$ cat config.mk
export PLATFORM = sky130hd
export DESIGN_NAME = uart_tx_arb_flat
export DESIGN_NICKNAME = d
export VERILOG_FILES = /design/src/rtl/uart_tx_arb_pkg.sv /design/src/rtl/uart_tx_arb_if.sv /design/src/rtl/uart_tx_arb_rr_pick.sv /design/src/rtl/uart_tx_arb.sv /design/src/flat_wrapper.sv
export SDC_FILE = /design/constraint.sdc
export NUM_CORES = 1
export LEC_CHECK = 0
export BUFFER_PORTS_ARGS = -buffer_cell sky130_fd_sc_hd__buf_2
export CAP_MARGIN = 40
export CORE_AREA = 4 4 76 78
export DETAILED_ROUTE_END_ITERATION = 12
export DIE_AREA = 0 0 80 82
export HOLD_SLACK_MARGIN = 0.08
export PLACE_DENSITY = 0.78
export SYNTH_ARGS = -nofsm -noshare
export SYNTH_HDL_FRONTEND = slang
export SYNTH_SLANG_ARGS = --single-unit
$ cat constraint.sdc
create_clock -name sysclk -period 3.1 [get_ports sysclk]
set_input_delay 0.465 -clock sysclk [delete_from_list [all_inputs] [get_ports sysclk]]
set_output_delay 0.465 -clock sysclk [all_outputs]
set_load 0.03 [all_outputs]
$ cat src/rtl/uart_tx_arb_pkg.sv
// Shared UART constants, arbiter state encoding and small helpers.
// Constant-only package: no latency, no backpressure.
package uart_tx_arb_pkg;

    localparam int   DATA_WIDTH    = 8;
    localparam int   CLK_PERIOD_NS = 8;
    localparam int   CLKS_PER_BIT  = 1085;
    localparam logic START_BIT     = 1'b0;
    localparam logic STOP_BIT      = 1'b1;
    localparam int   ARB_N_REQ     = 4;

    typedef enum logic [1:0] {
        ARB_IDLE    = 2'd0,
        ARB_SEND    = 2'd1,
        ARB_RELEASE = 2'd2,
        ARB_GAP     = 2'd3
    } arb_state_t;

    function automatic int max_int(input int a, input int b);
        return (a > b) ? a : b;
    endfunction

endpackage

$ cat src/rtl/uart_tx_arb_if.sv
// Producer-side request/ack bus plus the uart_tx control lines, shared by the arbiter.
// Wires only: no latency; producers hold i_req until o_ack (level handshake).
interface uart_tx_arb_if
    import uart_tx_arb_pkg::*;
#(
    parameter int N_REQ = ARB_N_REQ,
    parameter int DW    = DATA_WIDTH
) ();

    localparam int ID_W = $clog2(N_REQ);

    logic [N_REQ-1:0]    i_req;
    logic [N_REQ*DW-1:0] i_req_byte;
    logic [N_REQ-1:0]    o_ack;
    logic [N_REQ-1:0]    o_done;
    logic                o_err;
    logic                o_busy;
    logic [ID_W-1:0]     o_grant_id;
    logic                o_tx;
    logic [DW-1:0]       o_tx_byte;
    logic                i_tx_d;

    modport master (
        output i_req, i_req_byte, i_tx_d,
        input  o_ack, o_done, o_err, o_busy, o_grant_id, o_tx, o_tx_byte
    );

    modport slave (
        input  i_req, i_req_byte, i_tx_d,
        output o_ack, o_done, o_err, o_busy, o_grant_id, o_tx, o_tx_byte
    );

endinterface

$ cat src/rtl/uart_tx_arb_rr_pick.sv
// Rotate-priority encoder: first set req bit at or above ptr, wrapping modulo N_REQ.
// Purely combinational, zero latency; no backpressure.
module rr_pick
    import uart_tx_arb_pkg::*;
#(
    parameter int N_REQ = ARB_N_REQ,
    parameter int ID_W  = $clog2(N_REQ)
) (
    input  logic [N_REQ-1:0] req,
    input  logic [ID_W-1:0]  ptr,
    output logic             valid,
    output logic [ID_W-1:0]  index
);

    // Walk from the farthest offset down so the nearest set bit is written last and wins.
    always_comb begin
        valid = 1'b0;
        index = '0;
        for (int i = N_REQ - 1; i >= 0; i--) begin
            if (req[(int'(ptr) + i) % N_REQ]) begin
                valid = 1'b1;
                index = ID_W'((int'(ptr) + i) % N_REQ);
            end
        end
    end

endmodule

$ cat src/rtl/uart_tx_arb.sv
// Round-robin scheduler sharing one uart_tx among N_REQ producers, with idle gap and timeout abort.
// Latency: 1 cycle i_req->o_tx/o_ack and i_tx_d->o_done; requests ignored until the gap expires.
module uart_tx_arb
    import uart_tx_arb_pkg::*;
#(
    parameter int N_REQ          = ARB_N_REQ,
    parameter int GAP_CYCLES     = CLKS_PER_BIT,
    parameter int TIMEOUT_CYCLES = 2 * (DATA_WIDTH + 2) * CLKS_PER_BIT
) (
    input  logic          sysclk,
    input  logic          rst_n,
    uart_tx_arb_if.slave  bus
);

    localparam int ID_W  = $clog2(N_REQ);
    localparam int DW    = DATA_WIDTH;
    localparam int CNT_W = $clog2(max_int(TIMEOUT_CYCLES, GAP_CYCLES) + 1);

    arb_state_t       state;
    logic [ID_W-1:0]  prio_ptr;
    logic [CNT_W-1:0] cnt;
    logic             pick_vld;
    logic [ID_W-1:0]  pick_idx;

    rr_pick #(
        .N_REQ (N_REQ),
        .ID_W  (ID_W)
    ) u_pick (
        .req   (bus.i_req),
        .ptr   (prio_ptr),
        .valid (pick_vld),
        .index (pick_idx)
    );

    always_ff @(posedge sysclk or negedge rst_n) begin
        if (!rst_n) begin
            state          <= ARB_IDLE;
            prio_ptr       <= '0;
            cnt            <= '0;
            bus.o_tx       <= 1'b0;
            bus.o_tx_byte  <= '0;
            bus.o_ack      <= '0;
            bus.o_done     <= '0;
            bus.o_err      <= 1'b0;
            bus.o_busy     <= 1'b0;
            bus.o_grant_id <= '0;
        end else begin
            bus.o_ack  <= '0;
            bus.o_done <= '0;
            bus.o_err  <= 1'b0;
            case (state)
                ARB_IDLE: begin
                    if (pick_vld) begin
                        bus.o_tx_byte       <= bus.i_req_byte[pick_idx*DW +: DW];
                        bus.o_grant_id      <= pick_idx;
                        bus.o_ack[pick_idx] <= 1'b1;
                        bus.o_tx            <= 1'b1;
                        bus.o_busy          <= 1'b1;
                        cnt                 <= '0;
                        prio_ptr            <= (pick_idx == ID_W'(N_REQ - 1)) ? '0 : pick_idx + 1'b1;
                        state               <= ARB_SEND;
                    end
                end
                ARB_SEND: begin
                    // Completion takes precedence over a timeout landing on the same edge.
                    if (bus.i_tx_d) begin
                        bus.o_done[bus.o_grant_id] <= 1'b1;
                        bus.o_tx                   <= 1'b0;
                        state                      <= ARB_RELEASE;
                    end else if (cnt == CNT_W'(TIMEOUT_CYCLES - 1)) begin
                        bus.o_err <= 1'b1;
                        bus.o_tx  <= 1'b0;
                        state     <= ARB_RELEASE;
                    end else begin
                        cnt <= cnt + 1'b1;
                    end
                end
                ARB_RELEASE: begin
                    if (!bus.i_tx_d) begin
                        if (GAP_CYCLES == 0) begin
                            bus.o_busy <= 1'b0;
                            state      <= ARB_IDLE;
                        end else begin
                            cnt   <= CNT_W'(GAP_CYCLES);
                            state <= ARB_GAP;
                        end
                    end
                end
                ARB_GAP: begin
                    if (cnt <= CNT_W'(1)) begin
                        bus.o_busy <= 1'b0;
                        state      <= ARB_IDLE;
                    end else begin
                        cnt <= cnt - 1'b1;
                    end
                end
                default: begin
                    bus.o_busy <= 1'b0;
                    bus.o_tx   <= 1'b0;
                    state      <= ARB_IDLE;
                end
            endcase
        end
    end

endmodule
$ cat src/flat_wrapper.sv
// flat-port wrapper written by rule: the top's interface ports become plain ports
module uart_tx_arb_flat import uart_tx_arb_pkg::*;
#(
    parameter int N_REQ          = ARB_N_REQ,
    parameter int GAP_CYCLES     = CLKS_PER_BIT,
    parameter int TIMEOUT_CYCLES = 2 * (DATA_WIDTH + 2) * CLKS_PER_BIT
)
  (sysclk, rst_n, bus_i_req, bus_i_req_byte, bus_i_tx_d, bus_o_ack, bus_o_done, bus_o_err, bus_o_busy, bus_o_grant_id, bus_o_tx, bus_o_tx_byte);
  uart_tx_arb_if #(.N_REQ(N_REQ)) bus_i ();
  input  logic sysclk;
  input  logic rst_n;
  input wire logic [$bits(bus_i.i_req)-1:0] bus_i_req;
  input wire logic [$bits(bus_i.i_req_byte)-1:0] bus_i_req_byte;
  input wire logic [$bits(bus_i.i_tx_d)-1:0] bus_i_tx_d;
  output wire logic [$bits(bus_i.o_ack)-1:0] bus_o_ack;
  output wire logic [$bits(bus_i.o_done)-1:0] bus_o_done;
  output wire logic [$bits(bus_i.o_err)-1:0] bus_o_err;
  output wire logic [$bits(bus_i.o_busy)-1:0] bus_o_busy;
  output wire logic [$bits(bus_i.o_grant_id)-1:0] bus_o_grant_id;
  output wire logic [$bits(bus_i.o_tx)-1:0] bus_o_tx;
  output wire logic [$bits(bus_i.o_tx_byte)-1:0] bus_o_tx_byte;
  assign bus_i.i_req = bus_i_req;
  assign bus_i.i_req_byte = bus_i_req_byte;
  assign bus_i.i_tx_d = bus_i_tx_d;
  assign bus_o_ack = bus_i.o_ack;
  assign bus_o_done = bus_i.o_done;
  assign bus_o_err = bus_i.o_err;
  assign bus_o_busy = bus_i.o_busy;
  assign bus_o_grant_id = bus_i.o_grant_id;
  assign bus_o_tx = bus_i.o_tx;
  assign bus_o_tx_byte = bus_i.o_tx_byte;
  uart_tx_arb #(.N_REQ(N_REQ), .GAP_CYCLES(GAP_CYCLES), .TIMEOUT_CYCLES(TIMEOUT_CYCLES)) u_core (.sysclk(sysclk), .rst_n(rst_n), .bus(bus_i));
endmodule
# --- Word-level counts from Yosys, hierarchy flattened ---
# Cells that the tools add are included.
# Widths: inputs -> output; s select.
classes:
  n_addsub: 6
  reduce_logical: 13
  shifts: 1
  eq_ne: 12
  n_bitwise: 3
  n_mux: 49
  order_cmp: 9
op_table:
  columns: ["op", "count"]
  rows:
  - ["$mux 15", 5]
  - ["$pmux 15 s4", 1]
  - ["$shiftx 32x6->8", 1]
  - ["$mux 1", 20]
  - ["$mux 2", 10]
  - ["$mux 4", 4]
  - ["$add 15x1->15 const B", 1]
  - ["$eq 15x15->1 const B", 1]
  - ["$le 15x1->1 const B", 1]
  - ["$sub 15x1->15 const B", 1]
  - ["$lt 3x4->1 const B", 3]
  - ["$lt 2x3->1 const B", 3]
  - ["$bmux 1 s2", 4]
  - ["$ne 2x2->1 const B", 4]
  - ["$pmux 2 s4", 1]
  - ["$eq 2x2->1 const B", 3]
  - ["$reduce_and 3->1", 2]
  - ["$reduce_or 2->1", 3]
  - ["$reduce_and 5->1", 1]
  - ["$add 2x1->2 const B", 2]
  - ["$add 2x2->2 const B", 2]
  - ["$demux 1 s2", 2]
  - ["$ge 2x1->1 const B", 2]
  - ["$ne 2x1->1 const B", 2]
  - ["other kinds (9)", 14]
word_totals:
  out_inout_bits: 21
  input_bits: 39
  register_bits: 40

# --- Longest topological paths before layout ---
# Gate-level depths: netlist of run 1.
depth:
  word_depth: 16
  depth_mapped: 10
  depth_no_buf: 7

# --- Modules after synthesis ---
# From an unflattened synthesis of run 1, not the netlist that was laid out.
unflattened:
  hier_cells: 280
  hier_area_um2: 2690.1
by_module_without_submodules:
  columns: ["module", "cells_per_inst", "area_per_inst_um2", "instances"]
  rows:
  - ["uart_tx_arb", 267, 2612.5, 1]
  - ["rr_pick", 13, 77.6, 1]

# --- Worst setup path before layout of run 1 ---
# Ideal clock, no wire load.
synth_path:
  path_type: "flip-flop to flip-flop"
  startpoint: "register u_core.cnt[7]"
  endpoint: "register u_core.cnt[12]"
  arrival_ns: 2.083
  period_less_slack_ns: 2.220
  path_buffers: 3
  setup_ns: 0.137
  stages_incl_launch_ff: 9
  path_slack_ns: 0.880
  path_cell_list: "dfrtp_1 buf_6 or4_4 nor4_2 nor4b_4 or2_1 buf_4 buf_6 o31ai_1"
synth_between:
  elab_chain_cells: 4
  word_cells_on_any_way: 11
  cone_classes: "add/sub (2); order compare (1); eq/ne (3); mux (4); reduce/logical (1)"
synth_rtl:
  columns: ["element", "line", "source"]
  rows:
  - ["start: declaration", "uart_tx_arb.sv:21", "logic [CNT_W-1:0] cnt;"]
  - ["start signal: assignment", "uart_tx_arb.sv:75", "cnt <= cnt + 1'b1;"]
  - ["start signal: assignment", "uart_tx_arb.sv:84", "cnt <= CNT_W'(GAP_CYCLES);"]
  - ["start signal: assignment", "uart_tx_arb.sv:94", "cnt <= cnt - 1'b1;"]
  - ["$add 15x1->15", "uart_tx_arb.sv:75", null]
  - ["$mux 15", "uart_tx_arb.sv:70", "end else if (cnt == CNT_W'(TIMEOUT_CYCLES - 1)) begin"]
  - ["$mux 15", "uart_tx_arb.sv:66", "if (bus.i_tx_d) begin"]
  - ["$pmux 15 s4", "uart_tx_arb.sv:51", "case (state)"]
# Parallel ways exist; a longest one is shown, timed or not. The select of a mux whose other input is x is not followed.
# A chain may end at the register's enable or synchronous reset.

# --- Final worst setup path of run 1 ---
layout_path:
  startpoint: "register u_core.cnt[5]"
  endpoint: "register u_core.cnt[10]"
# Same word-level chain as after synthesis.

==> flow_summary_export.csv, run 1 <==
group,metric,value,unit
floorplanning,core,5070,sq um
critical_path,crit_chain,"or4_4 > nor4_2 > nor4b_4 > buf_4 > o32ai_1 > a221o_1",
power,p_leak,1.44,nW
placement,place_ws,0.576,ns
finish,drive_gt1_share,29.2,%
yosys,netlist_area,2750,sq um
finish,syn2layout_area_growth,16.7,%
yosys,mappedNetlistNets,343,
critical_path,slowest_delay,0.58,ns
floorplanning,rows,26,
timing,fin_setup_tns,0,ns
timing,fin_crit_sh,81.3,%
yosys,synth-simple-area-share,19.9,%
yosys,synth_edf_count,0,
cts,cts_hold_buf,0,
finish,n_fill_cell,437,
yosys,synthAdderAreaFrac,5.00,%
routing,dr.max_layer_used,"met4",
routing,ant_nets,0,
critical_path,slowest_stage,"or4_4",
yosys,muxShareOfSynthArea,11.0,%
timing,setup_viol,0,
power,comb_power_share,59.0,%
power,p_switching,1.55,mW
cts,cts_sinks,40,
floorplanning,ios,60,
placement,dp_hpwl,5.30,mm
placement,numPortBuffers,59,
cts,cts-root-buf,"clkbuf_8",
floorplanning,initial_core_util,54.2,%
global_route,grt_pass1_wl,12.2,mm
yosys,synth.distinct_cells,55,
yosys,yosysSeqAreaShare,36.4,%
routing,route.detailed.drc,0,
yosys,synth_commonest_cells,"dfrtp_1, nand2_1, nor2_1",
global_route,grt.overflow.total,0,
timing,finalCriticalPeriod,2.52,ns
routing,first_pass_iters,6,
cts,cts_tree,"done",
cts,post_cts_buffers,0,
yosys,synth_largest_area_cell,"dfrtp_1",
routing,wire_per_inst,17.6,microns
power,p_clk_share,10.9,%
global_route,grt_pass1_vias,2611,
critical_path,critPathCaptureType,"flip-flop",
floorplanning,die_w,80,microns
finish,antenna_cells,0,
critical_path,r2r_start,"u_core.cnt[5]",
yosys,syn_inst,293,
finish,final_nets,395,
yosys,synth_ff_type,"dfrtp_1",
routing,viasPerCell,6.31,
routing,routedLengthMet1,2.98,mm
global_route,grt_use_total,24.3,%
critical_path,crit_fanout,15,
critical_path,path_class,"flip-flop to flip-flop",
floorplanning,die_y,82,microns
routing,totalWireLength,7.34,mm
yosys,yosys.area.top_type_share,36.4,%
cts,cts_buffer_depth,2,
global_route,antenna_found_initial,0,
placement,gp_congestion,0.915,
yosys,synth-xor-area-share,1.59,%
timing,final_hold_viol_count,0,
power,p_int,1.65,mW
timing,finalClockSkew,0.00799,ns
timing,fmax,0.397,GHz
critical_path,cp.arrival,2.70,ns
cts,clk_latency,0.30,ns
critical_path,cp.required,3.28,ns
critical_path,cp-start-kind,"flip-flop",
yosys,synth_area_leaders,"dfrtp_1, mux4_2, ha_1, o31ai_1, nand2_1",
yosys,synth_most_common_cell,"dfrtp_1",
cts,htreeDepth,2,
critical_path,r2r_slack,0.58,ns
power,ir_worst_vdd,516,uV
critical_path,r2r_cells,6,
yosys,synth-compound-area-share,19.5,%
cts,clk_pin_slew,0.08,ns
outcome,run_status,"complete, no violations",
yosys,synth_top_family_by_area,"simple AND/OR/NAND/NOR gates",
global_route,grt_max_degree,24,
routing,routed-wl-met2,3.52,mm
timing,slew_violations,0,
timing,rsz0062_at_grt,"false",
floorplanning,die_area,6560,sq um
cts,post_cts_resized,0,
yosys,postSynth.asyncResetShare,100,%
flow_run,drv_cap,0,
power,seqPwrFrac,30.1,%
cts,cts_made_buffers,5,
min_path,hp-class,"input pin to async pin",
power,swShare,48.4,%
timing,setup_ws,0.581,ns
timing,worst_pin_slew,0.545,ns
routing,wl_met3,628,microns
yosys,ys_ff_latch,40,
routing,vias,2626,
routing,drt_iter0_markers,254,
yosys,synth.avg_cell_area,9.39,sq um
critical_path,r2r-end,"u_core.cnt[10]",
power,p_per_area,996,nW/um^2
timing,slew_headroom,63.7,%
yosys,yosys_warnings,0,
routing by layer:
metal	up-vias	track usage, %
met4	0	10.8
met1	1253	28.7
met2	140	41.6
li1	1207	-
met5	-	0
met3	26	6.36
state kept, by name, indices dropped and copies added (netlist names), 2 cells and up:
| register | cells |
|---|---|
| u_core.cnt | 15 |
| u_core.bus.o_tx_byte | 8 |
| u_core.bus.o_ack | 4 |
| u_core.bus.o_done | 4 |
| u_core.bus.o_grant_id | 2 |
| u_core.prio_ptr | 2 |
| u_core.state | 2 |
layout make-up:
cell class	instances	area (sq um)	area share, %
inverters	18	67.6	2.10
repair buffers	69	403	12.5
clock buffers	7	76.3	2.38
flip-flops and latches	40	1000	31.2
well taps	70	87.6	2.73
multi-input cells	211	1570	48.8
clock inverters	1	8.76	0.273
power groups by stage:
| stage | Combinational (mW) | Sequential (mW) | Clock, mW |
|---|---|---|---|
| final | 1.89 | 0.962 | 0.349 |
| after global routing | 2.07 | 0.995 | 0.381 |
| after CTS | 1.88 | 0.953 | 0.356 |
| after detailed placement | 1.86 | 0.958 | 0 |
| after global placement | 1.82 | 0.948 | 0 |
| after floorplan | 1.30 | 1.03 | 0 |
critical path, delay by kind of cell, from the launching register on:
family,cells,cell delay (ns)
and+or+nand+nor,3,1.14
DFF,1,0.57
AOI/OAI and AO/OA,2,0.42
buffers and inverters,1,0.27
logic make-up after synthesis:
family,after synthesis
DFF,40
AOI/OAI and AO/OA,74
muxes,19
adders and majority gates,11
buffers and inverters,42
and+or+nand+nor,102
xor gates and xnor gates,5
worst max path at each step:
| stage | from | to | slack [ns] | depth (start not counted) |
|---|---|---|---|---|
| final | u_core.cnt[5] | u_core.cnt[10] | 0.58 | 6 |
| after global routing | u_core.cnt[0] | u_core.cnt[10] | 0.44 | 7 |
| after CTS | u_core.cnt[5] | u_core.cnt[10] | 0.59 | 6 |
| after detailed placement | bus_i_req[1] | u_core.cnt[10] | 0.58 | 7 |
| after global placement | bus_i_req[1] | u_core.cnt[10] | 0.62 | 7 |
| after floorplan | u_core.cnt[7] | u_core.cnt[12] | 0.88 | 8 |
stage by stage:
step	util [%]	hold slack, ns	std cells	power, mW	cell area [sq um]
after floorplan	-	0.169	293	2.34	2750
after global placement	61.1	0.463	407	2.77	3100
after detailed placement	61.6	0.435	408	2.82	3130
after CTS	63.3	0.114	416	3.19	3210
after global routing	63.3	0.130	416	3.45	3210
final	63.3	0.104	416	3.20	3210
cells in the final DEF (no fill, tap or decap), types with 8 or more instances in the layout:
master and n:
a21oi_1 9, buf_2 59, buf_4 8, dfrtp_1 40, ha_1 11, inv_1 18
mux2_2 9, mux4_2 8, nand2_1 28, nor2_1 19, nor3_1 10, nor4_1 10
o21ai_0 13, o31ai_1 17
(Power assumes the default switching activity.)
==> inputs of run 2 (changes only) <==
clock period = 2.4 ns   (was 3.1 ns; I/O delays follow)
==> run 2 against run 1 <==
Global-route usage is 0.37 points higher. First-iteration DRC count decreased by 24%. Wire length up 6.0%. Sequential share of layout area is 1.7 points lower. Via count grew 3.5%. Non-clock buffer count up 25.
==> flow_summary_export.csv, run 2 (synthesis gave the netlist of run 1 again) <==
group,metric,value,unit
outcome,run_status,"complete, no violations",
finish,antenna_cells,0,
power,p_leak,1.56,nW
critical_path,path_class,"flip-flop to flip-flop",
cts,htreeDepth,2,
power,p_switching,2.11,mW
finish,syn2layout_area_growth,23.8,%
critical_path,slowest_stage,"dfrtp_1",
critical_path,critPathTopFamily,"compound AO/OA/AOI/OAI gates",
power,ir_worst_vdd,725,uV
finish,largest_register_ffs,15,
timing,final_hold_viol_count,0,
power,p_per_area,1290,nW/um^2
critical_path,critPathCaptureType,"flip-flop",
floorplanning,ios,60,
placement,numPortBuffers,59,
critical_path,crit_fanout,8,
floorplanning,initial_core_util,54.2,%
critical_path,cp-start-kind,"flip-flop",
routing,route.detailed.drc,0,
floorplanning,die_w,80,microns
cts,cts_buffer_depth,2,
routing,vias,2718,
global_route,grt_pass1_wl,12.5,mm
routing,totalWireLength,7.78,mm
timing,finalCriticalPeriod,2.31,ns
timing,rsz0062_at_grt,"false",
routing,wire_per_inst,17.6,microns
timing,setup_viol,0,
critical_path,r2r-end,"u_core.cnt[10]",
critical_path,slowest_delay,0.45,ns
finish,largest_register,"u_core.cnt",
cts,cts_sinks,40,
cts,clk_latency,0.30,ns
timing,slew_violations,0,
cts,post_cts_buffers,0,
cts,cts_tree,"done",
critical_path,cp-endpoint,"u_core.cnt[10]",
power,p_clk_share,10.4,%
finish,final_cell_mix,"buf_2, dfrtp_1, buf_4",
routing,ant_nets,0,
placement,gp_congestion,0.973,
power,swShare,48.0,%
critical_path,r2r_cells,8,
global_route,grt_use_total,24.6,%
power,p_int,2.28,mW
power,seqPwrFrac,25.4,%
routing,drt_iter0_markers,193,
floorplanning,die_area,6560,sq um
timing,fin_crit_sh,96.1,%
min_path,hp-class,"input pin to flip-flop",
finish,final_nets,420,
floorplanning,core,5070,sq um
global_route,grt.overflow.total,0,
critical_path,crit_chain,"ha_1 > nand4b_1 > nor4_1 > buf_4 > o32a_1 > or2_1 > buf_4 > a221o_1",
cts,cts_made_buffers,5,
global_route,antenna_found_initial,0,
timing,worst_pin_slew,0.559,ns
timing,fmax,0.433,GHz
timing,slew_headroom,62.8,%
critical_path,r2r_slack,0.09,ns
routing,first_pass_iters,5,
finish,drive_gt1_share,35.0,%
routing,viasPerCell,6.16,
floorplanning,die_y,82,microns
critical_path,cp.required,2.58,ns
global_route,grt_max_degree,28,
timing,finalClockSkew,0.0109,ns
critical_path,r2r_start,"u_core.cnt[1]",
cts,clk_pin_slew,0.09,ns
critical_path,cp.arrival,2.49,ns
critical_path,path_depth,8,
timing,fin_setup_tns,0,ns
finish,final_common_cell,"buf_2",
flow_run,drv_cap,0,
global_route,grt_pass1_vias,2695,
critical_path,startpoint,"u_core.cnt[1]",
critical_path,crit_top_cell,"buf_4",
placement,dp_hpwl,5.84,mm
critical_path,crit_buf_inv,2,
finish,n_fill_cell,420,
cts,cts-root-buf,"clkbuf_8",
finish,utilization,67.1,%
power,comb_power_share,64.2,%
finish,reg_top3,"u_core.cnt (15), u_core.bus.o_tx_byte (8)",
floorplanning,rows,26,
==> run 2: power by group through the flow <==
stage / clock [mW] / sequential [mW] / combinational [mW]
after floorplan: 0 / 1.33 / 1.68
after global placement: 0 / 1.11 / 2.67
after detailed placement: 0 / 1.12 / 2.73
after CTS: 0.466 / 1.11 / 2.75
after global routing: 0.492 / 1.14 / 3.05
final: 0.457 / 1.11 / 2.82
==> run 2: area by class of cell <==
class                           instances  area, sq um  share of cell area [%]
Clock buffer                            6         72.6                    2.13
Clock inverter                          2         16.3                   0.477
Inverter                               18         67.6                    1.98
Multi-Input combinational cell        211         1590                    46.6
Sequential cell                        40         1000                    29.4
Tap cell                               70         87.6                    2.57
Timing Repair Buffer                   94          573                    16.8
==> run 2: worst min-delay path by stage <==
stage,startpoint,to,slack [ns],cells after the start
finish,bus_i_tx_d,u_core.bus.o_err,0.31,2
global route,bus_i_tx_d,u_core.bus.o_err,0.33,2
CTS,bus_i_tx_d,u_core.bus.o_err,0.31,2
detailed placement,rst_n,u_core.cnt[13],0.29,1
global placement,u_core.bus.o_grant_id[1],u_core.bus.o_done[1],0.46,1
floorplan,rst_n,u_core.bus.o_ack[0],0.06,0
==> run 2: repair_timing <==
item,CTS,global route
endpoints found under the setup margin,0,7
endpoints found under the hold margin,13,0
gates resized for setup,0,5
hold buffers,1,0
==> run 2: layer usage <==
layer,track usage [%],share of wire (%)
met1,29.6,40
met3,6.36,9.2
met2,41.9,49
met5,0,0
met4,10.6,2.1
==> run 2: metrics by stage <==
stage	hold slack (ns)	setup slack (ns)	std cells	power [mW]	area, sq um
after floorplan	0.0644	0.180	293	3.02	2750
after global placement	0.461	0.125	431	3.77	3270
after detailed placement	0.292	0.0467	432	3.85	3290
after CTS	0.312	0.0390	441	4.32	3390
after global routing	0.327	0.000967	441	4.69	3410
final	0.309	0.0931	441	4.39	3410
==> inputs of run 3 (changes only) <==
GPL_TIMING_DRIVEN = 0   (was unset)
==> run 3 against run 2 <==
Sequential share of layout area is 0.13 points higher. Worst setup slack better by 0.018 ns. Clock power is 25% higher. Combinational power is 4% lower. Die area stayed put. Count of clock-buffer cells in the layout is 1 lower. Clock skew is 0.0011 ns lower. Non-clock buffer count is 7 lower. Wire length is 0.33% lower. Total power is 0.99% higher. Critical endpoint is now u_core.cnt[8].
==> flow_summary_export.csv, run 3 (synthesis gave the netlist of run 1 again) <==
group,metric,value,unit
outcome,run_status,"complete, no violations",
floorplanning,ios,60,
floorplanning,die_y,82,microns
routing,totalWireLength,7.75,mm
finish,final_common_cell,"buf_2",
critical_path,cp.arrival,2.46,ns
routing,wire_per_inst,17.9,microns
routing,vias,2697,
cts,cts_made_buffers,5,
critical_path,crit_chain,"inv_1 > ha_2 > inv_2 > o21ai_0 > o32a_4 > or2_1 > buf_4 > buf_6 > o31ai_1",
critical_path,crit_fanout,10,
placement,dpl_cell_area,3160,sq um
cts,cts-root-buf,"clkbuf_8",
finish,postLayoutCellArea,3400,sq um
routing,first_pass_iters,4,
min_path,hold_depth,2,
routing,route.detailed.drc,0,
critical_path,path_class,"flip-flop to flip-flop",
finish,largest_register_ffs,15,
timing,worst_pin_slew,0.590,ns
timing,slew_headroom,60.7,%
routing,ant_nets,0,
timing,final_hold_viol_count,0,
finish,largest_register,"u_core.cnt",
global_route,grt_pass1_vias,2753,
placement,dp_hpwl,5.58,mm
floorplanning,die_area,6560,sq um
cts,cts_buffer_depth,2,
cts,cts_tree,"done",
critical_path,crit_buf_inv,4,
critical_path,r2r_cells,9,
min_path,min_from,"bus_i_tx_d",
critical_path,r2r-end,"u_core.cnt[8]",
cts,clk_pin_slew,0.08,ns
timing,fmax,0.437,GHz
global_route,grt_use_total,25.7,%
placement,numPortBuffers,59,
power,seqPwrFrac,26.0,%
global_route,grt_pass1_wl,13.0,mm
timing,fin_setup_tns,0,ns
timing,finalClockSkew,0.00978,ns
finish,final-seq-area,1010,sq um
finish,drive_gt1_share,34.1,%
power,comb_power_share,61.1,%
global_route,grt_max_degree,32,
critical_path,slowest_stage,"dfrtp_1",
timing,fin_crit_sh,95.4,%
routing,viasPerCell,6.21,
placement,gp_congestion,0.935,
cts,cts_sinks,40,
min_path,hp-class,"input pin to flip-flop",
finish,n_fill_cell,409,
power,ir_worst_vdd,793,uV
critical_path,r2r_slack,0.11,ns
critical_path,critPathTopFamily,"compound AO/OA/AOI/OAI gates",
power,p_per_area,1300,nW/um^2
power,p_int,2.31,mW
cts,clk_latency,0.31,ns
floorplanning,rows,26,
finish,syn2layout_area_growth,23.7,%
global_route,grt.overflow.total,0,
critical_path,r2r_start,"u_core.state[1]",
finish,antenna_cells,0,
critical_path,cp.required,2.57,ns
power,finalPower,4.43,mW
global_route,antenna_found_initial,0,
min_path,holdPathEnd,"u_core.bus.o_err",
timing,slew_violations,0,
timing,setup_viol,0,
flow_run,drv_cap,0,
finish,multiInputGateArea,1660,sq um
power,p_leak,1.51,nW
critical_path,critPathCaptureType,"flip-flop",
routing,drt_iter0_markers,338,
power,p_clk_share,12.9,%
finish,final_nets,413,
finish,final_cell_mix,"buf_2, dfrtp_1, nand2_1",
cts,htreeDepth,2,
critical_path,slowest_delay,0.43,ns
timing,finalCriticalPeriod,2.29,ns
power,p_switching,2.12,mW
floorplanning,core,5070,sq um
critical_path,cp-start-kind,"flip-flop",
finish,reg_top3,"u_core.cnt (15), u_core.bus.o_tx_byte (8)",
floorplanning,initial_core_util,54.2,%
power,swShare,47.9,%
floorplanning,die_w,80,microns
## run 3: changes by cell type in the layout (fill, tap and decap cells not counted), sizes merged
cell	before	now
bufinv	0	1
buf	93	73
clkbuf	6	18
## run 3: how the worst max path moves through the flow
| stage | from | slack [ns] | endpoint | cells past startpoint |
|---|---|---|---|---|
| 5_1_grt | u_core.cnt[1] | -0.03 | u_core.cnt[10] | 7 |
| 3_3_place_gp | u_core.cnt[0] | -0.17 | u_core.cnt[2] | 8 |
| 6_report | u_core.state[1] | 0.11 | u_core.cnt[8] | 9 |
| 2_1_floorplan | u_core.cnt[7] | 0.18 | u_core.cnt[12] | 8 |
| 4_1_cts | u_core.cnt[0] | 0.0005 | u_core.cnt[14] | 7 |
| 3_5_place_dp | u_core.state[0] | -0.29 | u_core.cnt[6] | 10 |
## run 3: power groups by stage
stage	Combinational [mW]	Sequential, mW	Clock [mW]
floorplan	1.68	1.33	0
global placement	2.48	1.12	0
detailed placement	2.53	1.13	0
CTS	2.61	1.12	0.581
global route	2.98	1.19	0.610
finish	2.71	1.15	0.573
## run 3: area by class of cell
| cell class | instances | share of cell area [%] |
|---|---|---|
| clock buffers | 5 | 2.02 |
| multi-input cells | 211 | 48.8 |
| repair buffers | 66 | 10.7 |
| flip-flops and latches | 40 | 29.5 |
| inverters | 18 | 1.98 |
| clock inverters | 3 | 1.25 |
| well taps | 70 | 2.57 |
| plain buffers | 21 | 3.20 |
## run 3: through the flow
step / utilization (%) / hold WS [ns] / setup WS, ns / std cells
final: 67.1 / 0.315 / 0.111 / 434
after global routing: 67.1 / 0.320 / -0.0339 / 434
after CTS: 65.5 / 0.299 / 0.000457 / 435
after detailed placement: 62.2 / 0.248 / -0.285 / 423
after global placement: 61.8 / 0.469 / -0.169 / 422
after floorplan: - / 0.0644 / 0.180 / 293
## run 3: what timing repair did
item	in CTS	in global routing
gates resized for setup	6	21
hold buffers	1	0
endpoints found under the setup margin	16	16
pin swaps	0	3
buffers inserted	4	1
endpoints found under the hold margin	9	0
## run 3: routing by layer
layer  up-vias  global-route usage (%)  share of wire, %
met2       150                    43.5                50
met3        16                    5.48               8.8
li1       1242                       -                 -
met4         0                    10.1               2.0
met5         -                       0                 0
met1      1289                    32.0                40
